==> config.mk <==
export PLATFORM = sky130hd
export DESIGN_NAME = fetch_ctrl_flat
export DESIGN_NICKNAME = d
export VERILOG_FILES = /design/src/rtl/fetch_ctrl_pkg.sv /design/src/rtl/fetch_ctrl_if.sv /design/src/rtl/fetch_ctrl_timer.sv /design/src/rtl/fetch_ctrl.sv /design/src/flat_wrapper.sv
export SDC_FILE = /design/constraint.sdc
export NUM_CORES = 1
export LEC_CHECK = 0
export CORE_ASPECT_RATIO = 1.5
export CORE_MARGIN = 2
export CORE_UTILIZATION = 45
export DETAILED_ROUTE_END_ITERATION = 7
export GPL_TIMING_DRIVEN = 0
export PLACE_DENSITY = 0.87
export SETUP_SLACK_MARGIN = 0.05
export SYNTH_ARGS = -nofsm -noshare
export SYNTH_HDL_FRONTEND = slang
export SYNTH_SLANG_ARGS = --single-unit
==> constraint.sdc <==
create_clock -name clk_i -period 5.8 [get_ports clk_i]
set_input_delay 1.45 -clock clk_i [delete_from_list [all_inputs] [get_ports clk_i]]
set_output_delay 1.45 -clock clk_i [all_outputs]
set_load 0.005 [all_outputs]
==> src/rtl/fetch_ctrl_pkg.sv <==
// Shared types and constants for the instruction-fetch sequencer.
// Latency: n/a (declarations only).
// Backpressure: n/a.
//
// Contents: fetch FSM state enum, instruction size, reset NOP encoding,
// redirect alignment mask and a small misalignment helper.
package fetch_pkg;

    typedef enum logic [1:0] {
        BOOT = 2'd0,
        REQ  = 2'd1,
        WAIT = 2'd2,
        OUT  = 2'd3
    } fetch_state_e;

    localparam int          INSTR_BYTES = 4;
    localparam logic [31:0] NOP_INSTR   = 32'h0000_0013;

    // Wide enough for any XLEN we build; callers slice [XLEN-1:0].
    localparam logic [63:0] ALIGN_MASK  = ~64'h3;

    // A redirect target is misaligned when either of its byte-offset bits is set.
    function automatic logic low_bits_set(input logic [1:0] lsb);
        return |lsb;
    endfunction

endpackage

==> src/rtl/fetch_ctrl_if.sv <==
// Instruction-memory request/response and IF->ID handoff bundle.
// Latency: n/a (wires only).
// Backpressure: imem_gnt_i accepts a request; id_ready_i accepts an instruction.
//
// master: fetch sequencer side; slave: memory + decode side.
interface fetch_ctrl_if #(
    parameter int XLEN = 32
);
    logic            imem_req_o;
    logic [XLEN-1:0] imem_addr_o;
    logic            imem_gnt_i;
    logic            imem_rvalid_i;
    logic [31:0]     imem_rdata_i;

    logic            inst_valid_o;
    logic [31:0]     inst_o;
    logic [XLEN-1:0] inst_pc_o;
    logic            id_ready_i;

    modport master (
        output imem_req_o, imem_addr_o, inst_valid_o, inst_o, inst_pc_o,
        input  imem_gnt_i, imem_rvalid_i, imem_rdata_i, id_ready_i
    );

    modport slave (
        input  imem_req_o, imem_addr_o, inst_valid_o, inst_o, inst_pc_o,
        output imem_gnt_i, imem_rvalid_i, imem_rdata_i, id_ready_i
    );
endinterface

==> src/rtl/fetch_ctrl_timer.sv <==
// Response watchdog: counts cycles spent waiting for an instruction response.
// Latency: expire_o is combinational in the LIMIT-th running cycle.
// Backpressure: none; run_i gates counting, clr_i restarts from zero.
//
// Ports: clk_i, rst_n, clr_i (hold at zero), run_i (count this cycle),
// expire_o (limit reached while running).
module fetch_timer #(
    parameter int LIMIT = 255
) (
    input  logic clk_i,
    input  logic rst_n,
    input  logic clr_i,
    input  logic run_i,
    output logic expire_o
);

    localparam int          CW   = ($clog2(LIMIT + 1) > 8) ? $clog2(LIMIT + 1) : 8;
    localparam logic [CW-1:0] LAST = CW'(LIMIT - 1);

    logic [CW-1:0] cnt_q;

    // The counter holds LIMIT-1 on the expiring cycle, so the first running
    // cycle counts as one and the pulse lands on the LIMIT-th.
    assign expire_o = run_i && (cnt_q == LAST);

    always_ff @(posedge clk_i or negedge rst_n) begin
        if (!rst_n) begin
            cnt_q <= '0;
        end else if (clr_i) begin
            cnt_q <= '0;
        end else if (run_i && !expire_o) begin
            cnt_q <= cnt_q + 1'b1;
        end
    end

endmodule

==> src/rtl/fetch_ctrl.sv <==
// Instruction-fetch sequencer: picks next PC, issues one imem request at a time, hands one instruction to decode.
// Latency: gnt at N, rvalid at N+k, inst_valid_o at N+k+1; at best one instruction per 3 cycles.
// Backpressure: stall_i holds requests off; inst held until id_ready_i; redirects override both.
//
// Ports: clk_i/rst_n; pc_cur_i in, pc_next_o/pc_write_o to the PC register;
// fb (fetch_ctrl_if.master) carries the imem handshake and the decode handoff;
// stall_i, branch_taken_i/branch_target_i, trap_i/trap_vector_i redirect inputs;
// misalign_o and fetch_err_o one-cycle status pulses.
// Optional build macro FETCH_TIMEOUT_EN adds a response watchdog (fetch_timer).
module fetch_ctrl
    import fetch_pkg::*;
#(
    parameter int XLEN           = 32,
    parameter int TIMEOUT_CYCLES = 255
) (
    input  logic            rst_n,
    input  logic            clk_i,
    input  logic [XLEN-1:0] pc_cur_i,
    output logic [XLEN-1:0] pc_next_o,
    output logic            pc_write_o,
    fetch_ctrl_if.master    fb,
    input  logic            stall_i,
    input  logic            branch_taken_i,
    input  logic [XLEN-1:0] branch_target_i,
    input  logic            trap_i,
    input  logic [XLEN-1:0] trap_vector_i,
    output logic            misalign_o,
    output logic            fetch_err_o
);

    fetch_state_e    state_q, state_d;
    logic            drop_q, drop_d;
    logic            inst_valid_q, inst_valid_d;
    logic [31:0]     inst_q, inst_d;
    logic [XLEN-1:0] inst_pc_q, inst_pc_d;
    logic [XLEN-1:0] req_pc_q, req_pc_d;
    logic            misalign_q;

    logic            redirect;
    logic [XLEN-1:0] redir_target;
    logic            req;
    logic            pc_write;
    logic            timeout_hit;

    assign redirect     = trap_i | branch_taken_i;
    assign redir_target = trap_i ? trap_vector_i : branch_target_i;

    always_comb begin
        state_d      = state_q;
        drop_d       = drop_q;
        inst_valid_d = inst_valid_q;
        inst_d       = inst_q;
        inst_pc_d    = inst_pc_q;
        req_pc_d     = req_pc_q;
        req          = 1'b0;
        pc_write     = redirect;
        pc_next_o    = redirect ? (redir_target & ALIGN_MASK[XLEN-1:0])
                                : (pc_cur_i + XLEN'(INSTR_BYTES));

        unique case (state_q)
            BOOT: begin
                state_d = REQ;
            end

            REQ: begin
                req = ~stall_i & ~redirect;
                if (req && fb.imem_gnt_i) begin
                    pc_write = 1'b1;
                    req_pc_d = pc_cur_i;
                    state_d  = WAIT;
                end
            end

            WAIT: begin
                if (fb.imem_rvalid_i) begin
                    // A redirect in the same cycle makes this response stale too.
                    if (drop_q || redirect) begin
                        drop_d  = 1'b0;
                        state_d = REQ;
                    end else begin
                        inst_d       = fb.imem_rdata_i;
                        inst_pc_d    = req_pc_q;
                        inst_valid_d = 1'b1;
                        state_d      = OUT;
                    end
                end else if (redirect || timeout_hit) begin
                    // Stay until the outstanding response drains, then drop it.
                    drop_d = 1'b1;
                end
            end

            OUT: begin
                // Squash and accept both free the slot; the result is the same.
                if (redirect || fb.id_ready_i) begin
                    inst_valid_d = 1'b0;
                    state_d      = REQ;
                end
            end

            default: begin
                state_d = BOOT;
            end
        endcase
    end

    always_ff @(posedge clk_i or negedge rst_n) begin
        if (!rst_n) begin
            state_q      <= BOOT;
            drop_q       <= 1'b0;
            inst_valid_q <= 1'b0;
            inst_q       <= NOP_INSTR;
            inst_pc_q    <= '0;
            req_pc_q     <= '0;
            misalign_q   <= 1'b0;
        end else begin
            state_q      <= state_d;
            drop_q       <= drop_d;
            inst_valid_q <= inst_valid_d;
            inst_q       <= inst_d;
            inst_pc_q    <= inst_pc_d;
            req_pc_q     <= req_pc_d;
            misalign_q   <= redirect & low_bits_set(redir_target[1:0]);
        end
    end

`ifdef FETCH_TIMEOUT_EN
    logic fetch_err_q;

    // Counting pauses once the response is already marked stale, and a
    // response arriving on the limit cycle is taken rather than timed out.
    fetch_timer #(
        .LIMIT (TIMEOUT_CYCLES)
    ) u_timer (
        .clk_i    (clk_i),
        .rst_n    (rst_n),
        .clr_i    (state_q != WAIT),
        .run_i    ((state_q == WAIT) && !drop_q && !fb.imem_rvalid_i),
        .expire_o (timeout_hit)
    );

    always_ff @(posedge clk_i or negedge rst_n) begin
        if (!rst_n) begin
            fetch_err_q <= 1'b0;
        end else begin
            fetch_err_q <= timeout_hit;
        end
    end

    assign fetch_err_o = fetch_err_q;
`else
    logic unused_timeout_cfg;

    assign unused_timeout_cfg = ^TIMEOUT_CYCLES;
    assign timeout_hit        = 1'b0;
    assign fetch_err_o        = 1'b0;
`endif

    // Reset gates the PC write so a redirect seen during reset cannot move the PC.
    assign pc_write_o      = pc_write & rst_n;
    assign fb.imem_req_o   = req;
    assign fb.imem_addr_o  = pc_cur_i;
    assign fb.inst_valid_o = inst_valid_q;
    assign fb.inst_o       = inst_q;
    assign fb.inst_pc_o    = inst_pc_q;
    assign misalign_o      = misalign_q;

endmodule

==> src/flat_wrapper.sv <==
// flat-port wrapper written by rule: the top's interface ports become plain ports
module fetch_ctrl_flat import fetch_pkg::*;
#(
    parameter int XLEN           = 32,
    parameter int TIMEOUT_CYCLES = 255
)
  (rst_n, clk_i, pc_cur_i, pc_next_o, pc_write_o, stall_i, branch_taken_i, branch_target_i, trap_i, trap_vector_i, misalign_o, fetch_err_o, fb_imem_req_o, fb_imem_addr_o, fb_inst_valid_o, fb_inst_o, fb_inst_pc_o, fb_imem_gnt_i, fb_imem_rvalid_i, fb_imem_rdata_i, fb_id_ready_i);
  fetch_ctrl_if #(.XLEN(XLEN)) fb_i ();
  input  logic rst_n;
  input  logic clk_i;
  input  logic [XLEN-1:0] pc_cur_i;
  output logic [XLEN-1:0] pc_next_o;
  output logic pc_write_o;
  input  logic stall_i;
  input  logic branch_taken_i;
  input  logic [XLEN-1:0] branch_target_i;
  input  logic trap_i;
  input  logic [XLEN-1:0] trap_vector_i;
  output logic misalign_o;
  output logic fetch_err_o;
  output wire logic [$bits(fb_i.imem_req_o)-1:0] fb_imem_req_o;
  output wire logic [$bits(fb_i.imem_addr_o)-1:0] fb_imem_addr_o;
  output wire logic [$bits(fb_i.inst_valid_o)-1:0] fb_inst_valid_o;
  output wire logic [$bits(fb_i.inst_o)-1:0] fb_inst_o;
  output wire logic [$bits(fb_i.inst_pc_o)-1:0] fb_inst_pc_o;
  input wire logic [$bits(fb_i.imem_gnt_i)-1:0] fb_imem_gnt_i;
  input wire logic [$bits(fb_i.imem_rvalid_i)-1:0] fb_imem_rvalid_i;
  input wire logic [$bits(fb_i.imem_rdata_i)-1:0] fb_imem_rdata_i;
  input wire logic [$bits(fb_i.id_ready_i)-1:0] fb_id_ready_i;
  assign fb_imem_req_o = fb_i.imem_req_o;
  assign fb_imem_addr_o = fb_i.imem_addr_o;
  assign fb_inst_valid_o = fb_i.inst_valid_o;
  assign fb_inst_o = fb_i.inst_o;
  assign fb_inst_pc_o = fb_i.inst_pc_o;
  assign fb_i.imem_gnt_i = fb_imem_gnt_i;
  assign fb_i.imem_rvalid_i = fb_imem_rvalid_i;
  assign fb_i.imem_rdata_i = fb_imem_rdata_i;
  assign fb_i.id_ready_i = fb_id_ready_i;
  fetch_ctrl #(.XLEN(XLEN), .TIMEOUT_CYCLES(TIMEOUT_CYCLES)) u_core (.rst_n(rst_n), .clk_i(clk_i), .pc_cur_i(pc_cur_i), .pc_next_o(pc_next_o), .pc_write_o(pc_write_o), .fb(fb_i), .stall_i(stall_i), .branch_taken_i(branch_taken_i), .branch_target_i(branch_target_i), .trap_i(trap_i), .trap_vector_i(trap_vector_i), .misalign_o(misalign_o), .fetch_err_o(fetch_err_o));
endmodule
==> results.yml, run 1 <==
critical_path:
  r2r_slack_ns: 3.99
  critPathArrivalTime_ns: 4.11
  cp-endpoint: "pc_next_o[22]"
  worstSetupPathType: "input port to output pin"
  cp.depth: 8
  path_delay_family: "buffers and inverters"
  regToRegStartpoint: "u_core.state_q[0]$_DFFE_PN0P_"
  cp_slowest_cell: "clkdlybuf4s50_1"
  cp-start-kind: "input port"
  cp_common_cell: "clkdlybuf4s50_1"
  cp_cell_sequence: "clkdlybuf4s50_1 > ha_1 > and2_0 > nor3b_4 > nand4_1 > xor2_1 > a21oi_1 > clkdlybuf4s50_1"
  reg2reg_to: "u_core.fb.inst_o[30]$_DFFE_PN0P_"
  r2r_cells: 6
  worstPathMaxFanout: 6
  critPathCaptureType: "output pin"
  crit_buf_inv: 2
  max_stage_delay_ns: 0.59
  cp.required_ns: 4.35
  crit_start: "pc_cur_i[2]"
clock_tree:
  root_buffer: "clkbuf_16"
  clockBufferDepth: 2
  cts_tree: "done"
  numCtsBuffers: 9
  clkTransAtPathRegs_ns: 0.07
  post_cts_buffers: 0
  clkLatencyLatePin_ns: 0.35
  clock_sinks: 101
  htreeDepth: 3
grt:
  antenna_found_initial: 0
  grt_pass1_wl_um: 26800
  grt_max_degree: 55
  grt_pass1_vias: 5003
  grt.overflow.total: 0
  grt_usage_pct: 26.2
outcome:
  status: "finished clean"
power:
  intPower_uw: 2030
  p_per_area_mw_per_mm2: 313
  ir_worst_vdd_mv: 0.155
  seq_power_share_pct: 40.9
  finalPower_uw: 2780
  pwr-share-comb_pct: 38.3
  p_switching_uw: 747
  power.share.clock_pct: 20.8
  swShare_pct: 26.9
  leakagePower_uw: 0.00388
detailed_routing:
  via_per_inst: 5.15
  wire_per_inst_um: 19.7
  drc: 0
  drtPass1Iterations: 4
  num_vias: 4636
  ant_nets: 0
  drtIter0Drc: 135
  routed_wl_um: 17800
synthesis:
  synth_enable_flop_cells: 0
  synth_area_leaders: "dfrtp_1, mux2_4, buf_4, mux2_2, xor2_1"
  ys_warn_count: 0
  synth_nets: 602
  synth_seq_cells: 101
  synth_area_sq_mm: 0.00571
  synth_ff_type: "dfrtp_1"
  postSynthAreaPerCell_sq_um: 12.4
  ys_types: 47
  syn_inst: 461
  async_flop_share_pct: 100
  yosysTopAreaCellShare_pct: 43.0
  ys_seq_area_share_pct: 44.4
  synth_top_cell_by_area: "dfrtp_1"
worst_hold_path:
  min_path_type: "flop to flop"
  hold_depth: 1
placed_design:
  io_buffers: 266
  routabilityCongestion: 0.916
  numPlacedInstances: 884
  dpl_cell_area_sq_mm: 0.00859
  place_hpwl_um: 14000
layout:
  fillerInstances: 905
  area_growth_syn_to_layout_pct: 55.7
  utilization_pct: 71.4
  instances_no_fill: 900
  n_antenna_cell: 0
  drive_above_1_share_pct: 22.6
  multi_input_area_sq_mm: 0.00269
  design_area_sq_mm: 0.00888
  final_nets: 880
  seqCellArea_sq_mm: 0.00253
sta:
  rsz0062_at_grt: "false"
  finClkSkew_ns: 0.00919
  finalCriticalPeriod_ns: 5.56
  tightest_slew_ns: 0.898
  final_hold_viol_count: 0
  slew_violations: 0
  fin_crit_sh_pct: 95.9
  setup_tns_ns: 0
  max_freq_ghz: 0.180
  finalSetupViolations: 0
  slew_headroom_pct: 39.9
die:
  row_count: 50
  coreArea_sq_mm: 0.0124
  fp.dieW_um: 95.9
  pin_count: 269
  initial_utilization_pct: 45.8
  die_y_um: 142
  die-area_sq_mm: 0.0136
job:
  maxCapViolCount: 0
-- layer usage --
metal  up-vias  GRT usage [%]  share of wire (%)
li1       2153              -                  -
met1      2250           29.4                 37
met2       195           47.4                 54
met3        38           3.77                5.2
met4         0           12.6                3.6
met5         -              0                  0
-- cell usage after synthesis (2+ instances only) --
cell type,number
a211oi_1,15
a21boi_0,2
a21oi_1,26
a22oi_1,2
and2_1,4
and3_1,6
and4_1,3
buf_12,5
buf_4,35
buf_6,5
clkbuf_1,9
dfrtp_1,98
dfstp_2,3
ha_1,5
inv_1,5
mux2_1,9
mux2_2,20
mux2_4,69
mux2i_1,5
nand2_1,22
nand3_1,9
nand4_1,10
nor2_1,7
nor2_4,2
nor2b_1,15
nor3_1,4
nor4_2,2
o21ai_0,17
o22ai_1,4
xnor2_1,8
xor2_1,19
-- layout by cell type (no fill, tap or decap), types with 10 or more instances in the layout --
master	instances
mux2_4	69
nand4_1	10
mux2_2	20
nor2b_1	15
a211oi_1	15
dfrtp_1	98
o21ai_0	17
clkdlybuf4s50_1	265
a21oi_1	26
buf_4	36
nand2_1	22
xor2_1	19
-- state kept, by name, indices dropped and copies added, names as in the netlist --
register / count
u_core.drop_q: 1
u_core.fb.inst_o: 32
u_core.state_q: 2
u_core.req_pc_q: 32
u_core.fb.inst_valid_o: 1
u_core.fb.inst_pc_o: 32
u_core.misalign_o: 1
-- metrics by stage --
step | hold WS, ns | worst slack, ns
global route | 0.497 | 0.0563
floorplan | 0.459 | 1.72
CTS | 0.490 | 0.121
finish | 0.487 | 0.240
detailed placement | 0.474 | 0.132
global placement | 0.468 | -1.65
-- kinds of logic (layout without fill, tap and decap cells) --
kind of cell,Yosys count,count (layout),synth area share (%)
mux,103,103,24.8
fa+ha+maj,5,5,1.10
buf+inv,61,344,8.59
other cells,1,1,0.0657
simple gates,95,95,9.91
compound gates,68,68,7.08
flops,101,101,44.4
xor+xnor,27,27,4.14
-- layout make-up --
cell class              count  area share, %
well taps                 156           2.20
plain buffers              55           5.27
repair buffers            267           30.3
clock inverters             5          0.394
multi-input cells         299           30.3
inverters                   6          0.254
flip-flops and latches    101           28.5
clock buffers              11           2.85
-- power groups by stage --
stage | Combinational (uW) | Clock, uW | Sequential (uW)
after floorplan | 474 | 0 | 1120
after global placement | 1040 | 0 | 1120
after CTS | 1080 | 586 | 1140
after global routing | 1140 | 614 | 1170
final | 1060 | 579 | 1140
after detailed placement | 1070 | 0 | 1140
-- worst min-delay path by stage --
stage | startpoint | to
detailed placement | u_core.fb.inst_pc_o[1]$_DFFE_PN0P_ | u_core.fb.inst_pc_o[1]$_DFFE_PN0P_
global placement | u_core.req_pc_q[0]$_DFFE_PN0P_ | u_core.fb.inst_pc_o[0]$_DFFE_PN0P_
finish | u_core.fb.inst_pc_o[1]$_DFFE_PN0P_ | u_core.fb.inst_pc_o[1]$_DFFE_PN0P_
global route | u_core.fb.inst_pc_o[1]$_DFFE_PN0P_ | u_core.fb.inst_pc_o[1]$_DFFE_PN0P_
CTS | u_core.fb.inst_pc_o[1]$_DFFE_PN0P_ | u_core.fb.inst_pc_o[1]$_DFFE_PN0P_
floorplan | u_core.req_pc_q[0]$_DFFE_PN0P_ | u_core.fb.inst_pc_o[0]$_DFFE_PN0P_
-- repair_timing --
item / 4_1_cts / 5_1_grt
resized for setup: 0 / 1
endpoints found under the setup margin: 0 / 6
hold buffers: 0 / 0
Note: power is estimated with default switching activity, not from simulation.
==> inputs of run 2 (changes only) <==
--- a/config.mk
+++ b/config.mk
@@ -9,7 +9,6 @@
 export CORE_MARGIN = 2
 export CORE_UTILIZATION = 45
 export DETAILED_ROUTE_END_ITERATION = 7
-export GPL_TIMING_DRIVEN = 0
 export PLACE_DENSITY = 0.87
 export SETUP_SLACK_MARGIN = 0.05
 export SYNTH_ARGS = -nofsm -noshare
==> results.yml, run 2 (synthesis results as in run 1) <==
placed_design:
  io_buffers: 267
  place_hpwl_um: 13000
  dpl_cell_area_sq_mm: 0.00823
  routabilityCongestion: 0.876
clock_tree:
  numCtsBuffers: 9
  clkTransAtPathRegs_ns: 0.06
  cts_tree: "done"
  htreeDepth: 3
  post_cts_buffers: 0
  clock_sinks: 101
  hold_buffers: 0
  clkLatencyLatePin_ns: 0.33
  root_buffer: "clkbuf_16"
  cts_resized: 0
  clockBufferDepth: 2
power:
  ir_worst_vdd_mv: 0.171
  finalPower_uw: 2790
  leakagePower_uw: 0.00370
  p_per_area_mw_per_mm2: 326
grt:
  grt.overflow.total: 0
  grt_pass1_vias: 4756
  grt_pass1_wl_um: 25500
  grt_usage_pct: 24.6
  grt_max_degree: 61
  antenna_found_initial: 0
layout:
  fillerInstances: 922
  area_growth_syn_to_layout_pct: 49.6
  drive_above_1_share_pct: 19.7
  utilization_pct: 68.6
  final_common_cell: "clkdlybuf4s50_1"
  final_nets: 842
  multi_input_area_sq_mm: 0.00269
  design_area_sq_mm: 0.00854
  n_antenna_cell: 0
  layout_common_cells: "clkdlybuf4s50_1, dfrtp_1, mux2_4"
  seqCellArea_sq_mm: 0.00253
worst_hold_path:
  min_path_type: "flop to flop"
  hold_depth: 1
sta:
  finalSetupViolations: 0
  finClkSkew_ns: 0.00793
  slew_headroom_pct: 41.4
  max_freq_ghz: 0.182
  slew_violations: 0
  final_hold_viol_count: 0
  setup_tns_ns: 0
  fin_crit_sh_pct: 94.7
  tightest_slew_ns: 0.879
  rsz0062_at_grt: "false"
  finalCriticalPeriod_ns: 5.49
  whs_ns: 0.489
critical_path:
  cp-start-kind: "input port"
  worstPathMaxFanout: 6
  worstSetupPathType: "input port to output pin"
  cp_cell_sequence: "clkdlybuf4s50_1 > ha_1 > and2_0 > nor3b_2 > nand4_1 > xor2_1 > a21oi_1 > clkdlybuf4s50_1"
  critPathArrivalTime_ns: 4.04
  cp_slowest_cell: "clkdlybuf4s50_1"
  r2r_cells: 5
  max_stage_delay_ns: 0.58
  cp.required_ns: 4.35
  cp_common_cell: "clkdlybuf4s50_1"
  critPathCaptureType: "output pin"
detailed_routing:
  ant_nets: 0
  drtPass1Iterations: 4
  routed_wl_um: 16700
  drc: 0
  drtIter0Drc: 116
  num_vias: 4549
  wire_per_inst_um: 19.3
  via_per_inst: 5.28
die:
  row_count: 50
  pin_count: 269
  initial_utilization_pct: 45.8
  die-area_sq_mm: 0.0136
  fp.dieW_um: 95.9
  coreArea_sq_mm: 0.0124
  die_y_um: 142
job:
  maxCapViolCount: 0
outcome:
  status: "finished clean"
## run 2: cell types whose count changed in the layout (fill, tap and decap cells not counted), sizes merged
cell	change
clkbuf	-8
buf	-29
clkinv	-2
bufinv	+1
clkinvlp	-1
## run 2: path summary, 6_finish.rpt
kind,startpoint,end,slack [ns]
hold reg to reg,u_core.fb.inst_pc_o[5]$_DFFE_PN0P_,u_core.fb.inst_pc_o[5]$_DFFE_PN0P_,0.49
max in group asynchronous,rst_n,u_core.fb.inst_pc_o[3]$_DFFE_PN0P_,3.55
hold / removal,u_core.fb.inst_pc_o[5]$_DFFE_PN0P_,u_core.fb.inst_pc_o[5]$_DFFE_PN0P_,0.49
setup / recovery,pc_cur_i[2],pc_next_o[22],0.31
min in group asynchronous,rst_n,u_core.fb.inst_o[5]$_DFFE_PN0P_,1.10
setup reg to reg,u_core.state_q[0]$_DFFE_PN0P_,u_core.fb.inst_pc_o[26]$_DFFE_PN0P_,3.34
## run 2: area by class of cell
class,count,share of cell area (%)
timing repair buffer,284,32.7
multi-input combinational,299,31.5
sequential,101,29.6
clock buffer,12,3.12
tap,156,2.29
clock inverter,3,0.513
inverter,6,0.264
## run 2: power by group
group	switching [uW]	total (uW)	internal [uW]	leakage (uW)
Clock	245	612	367	0.000155
Combinational	312	1040	724	0.00224
Sequential	161	1140	978	0.00131
## run 2: metrics by stage
| step | setup slack, ns | cells |
|---|---|---|
| floorplan | 1.72 | 461 |
| CTS | 0.324 | 861 |
| finish | 0.309 | 861 |
| global route | 0.203 | 861 |
| detailed placement | 0.337 | 846 |
| global placement | 0.399 | 846 |
## run 2: layer usage
layer | global-route usage, % | share of wire (%) | vias to the layer above
met1 | 28.5 | 37 | 2241
met3 | 4.51 | 5.6 | 33
li1 | - | - | 2084
met4 | 9.17 | 3.0 | 0
met2 | 44.2 | 54 | 191
met5 | 0 | 0 | -
## run 2: critical path, delay by kind of cell
| family | cells | cell delay [ns] |
|---|---|---|
| compound gates | 1 | 0.18 |
| buf+inv | 2 | 1.10 |
| simple gates | 3 | 0.90 |
| xor+xnor | 1 | 0.17 |
| fa+ha+maj | 1 | 0.24 |
==> inputs of run 3 (changes only) <==
--- a/config.mk
+++ b/config.mk
@@ -9,7 +9,9 @@
 export CORE_MARGIN = 2
 export CORE_UTILIZATION = 45
 export DETAILED_ROUTE_END_ITERATION = 7
+export GPL_ROUTABILITY_DRIVEN = 1
 export PLACE_DENSITY = 0.87
+export REMOVE_ABC_BUFFERS = 1
 export SETUP_SLACK_MARGIN = 0.05
 export SYNTH_ARGS = -nofsm -noshare
 export SYNTH_HDL_FRONTEND = slang
==> results.yml, run 3 (synthesis results as in run 1) <==
outcome:
  status: "finished clean"
power:
  leakagePower_uw: 0.00369
  ir_worst_vdd_mv: 0.163
  p_per_area_mw_per_mm2: 329
  finalPower_uw: 2800
detailed_routing:
  drtIter0Drc: 133
  ant_nets: 0
  via_per_inst: 5.35
  wire_per_inst_um: 20.1
  drtPass1Iterations: 4
  drc: 0
  routed_wl_um: 17200
  num_vias: 4593
placed_design:
  io_buffers: 267
  place_worst_setup_slack_ns: 0.328
  routabilityCongestion: 0.841
  place_hpwl_um: 13000
clock_tree:
  root_buffer: "clkbuf_16"
  clockBufferDepth: 2
  numCtsBuffers: 9
  hold_buffers: 0
  clkTransAtPathRegs_ns: 0.07
  cts_resized: 0
  clkLatencyLatePin_ns: 0.35
  cts_tree: "done"
  htreeDepth: 3
  post_cts_buffers: 0
  clock_sinks: 101
grt:
  grt.overflow.total: 0
  grt_usage_pct: 25.2
  grt_pass1_vias: 5022
  grt_pass1_wl_um: 25900
  grt_max_degree: 66
  antenna_found_initial: 0
  use_met1_pct: 27.2
  grt_use_met3_pct: 5.31
  use_met2_pct: 47.3
  grt-busiest-layer: "met2"
critical_path:
  worstSetupPathType: "input port to output pin"
  critPathCaptureType: "output pin"
  r2r_slack_ns: 3.45
  cp.required_ns: 4.35
  cp-start-kind: "input port"
  critPathArrivalTime_ns: 4.02
  worstPathMaxFanout: 6
sta:
  rsz0062_at_grt: "false"
  finClkSkew_ns: 0.00937
  setup_tns_ns: 0
  slew_violations: 0
  finalSetupViolations: 0
  max_freq_ghz: 0.183
  slew_headroom_pct: 23.5
  tightest_slew_ns: 1.15
  fin_crit_sh_pct: 94.4
  layout_setup_ws_ns: 0.327
  final_hold_viol_count: 0
  whs_ns: 0.486
  finalCriticalPeriod_ns: 5.47
layout:
  final_nets: 839
  fillerInstances: 934
  final_common_cell: "clkdlybuf4s50_1"
  layout_common_cells: "clkdlybuf4s50_1, dfrtp_1, mux2_4"
  area_growth_syn_to_layout_pct: 49.5
  drive_above_1_share_pct: 19.5
  n_antenna_cell: 0
die:
  coreArea_sq_mm: 0.0124
  pin_count: 269
  initial_utilization_pct: 45.8
  die_y_um: 142
  row_count: 50
  fp.dieW_um: 95.9
  die-area_sq_mm: 0.0136
worst_hold_path:
  min_path_type: "flop to flop"
job:
  maxCapViolCount: 0
run 3: changes by cell type in the layout (fill, tap and decap cells not counted):
cell	change
clkbuf_8	-2
nor2_4	+1
buf_4	-3
inv_8	+2
nor2_2	-1
clkinv_4	+2
clkinv_2	-1
run 3: per-stage QoR:
step / cells / utilization [%] / area [sq um]
finish: 859 / 68.5 / 8530
global route: 859 / 68.5 / 8530
CTS: 859 / 68.5 / 8530
detailed placement: 843 / 66.0 / 8210
global placement: 843 / 66.0 / 8210
floorplan: 406 / - / 5240
run 3: worst max-delay path, cell delays in order:
cell and delay, ns:
clkdlybuf4s50_1 0.57, ha_1 0.24, and2_0 0.34, nor3b_2 0.26, buf_4 0.21, nand4_1 0.12, xor2_1 0.16, a21oi_1 0.15
clkdlybuf4s50_1 0.51
run 3: worst paths after layout:
| check | endpoint | start | cells past startpoint |
|---|---|---|---|
| worst max-delay path | pc_next_o[22] | pc_cur_i[2] | 9 |
| worst min-delay path | u_core.fb.inst_pc_o[2]$_DFFE_PN0P_ | u_core.fb.inst_pc_o[2]$_DFFE_PN0P_ | 1 |
| worst max register to register | u_core.fb.inst_o[31]$_DFFE_PN0P_ | u_core.state_q[0]$_DFFE_PN0P_ | 4 |
| worst min register to register | u_core.fb.inst_pc_o[2]$_DFFE_PN0P_ | u_core.fb.inst_pc_o[2]$_DFFE_PN0P_ | 1 |
| max in group asynchronous | u_core.req_pc_q[16]$_DFFE_PN0P_ | rst_n | 2 |
| min in group asynchronous | u_core.fb.inst_o[28]$_DFFE_PN0P_ | rst_n | 1 |
run 3: per-layer routing:
layer | up-vias | wire (um) | part of all wire (%)
met2 | 229 | 9430 | 55
li1 | 2081 | - | -
met5 | - | 0 | 0
met4 | 0 | 404 | 2.3
met3 | 33 | 1090 | 6.3
met1 | 2250 | 6300 | 37
run 3: layout make-up:
cell class                      count  area, sq um  share of cell area, %
Timing Repair Buffer              281         2770                   32.5
Multi-Input combinational cell    299         2690                   31.6
Sequential cell                   101         2530                   29.7
Clock buffer                       10          239                   2.80
Tap cell                          156          195                   2.29
Clock inverter                      6         78.8                  0.924
Inverter                            6         22.5                  0.264
run 3: report_power, final:
group	internal, uW	switching, uW	total [uW]
Combinational	724	312	1040
Clock	355	277	631
Sequential	977	161	1140
Total	2060	749	2800
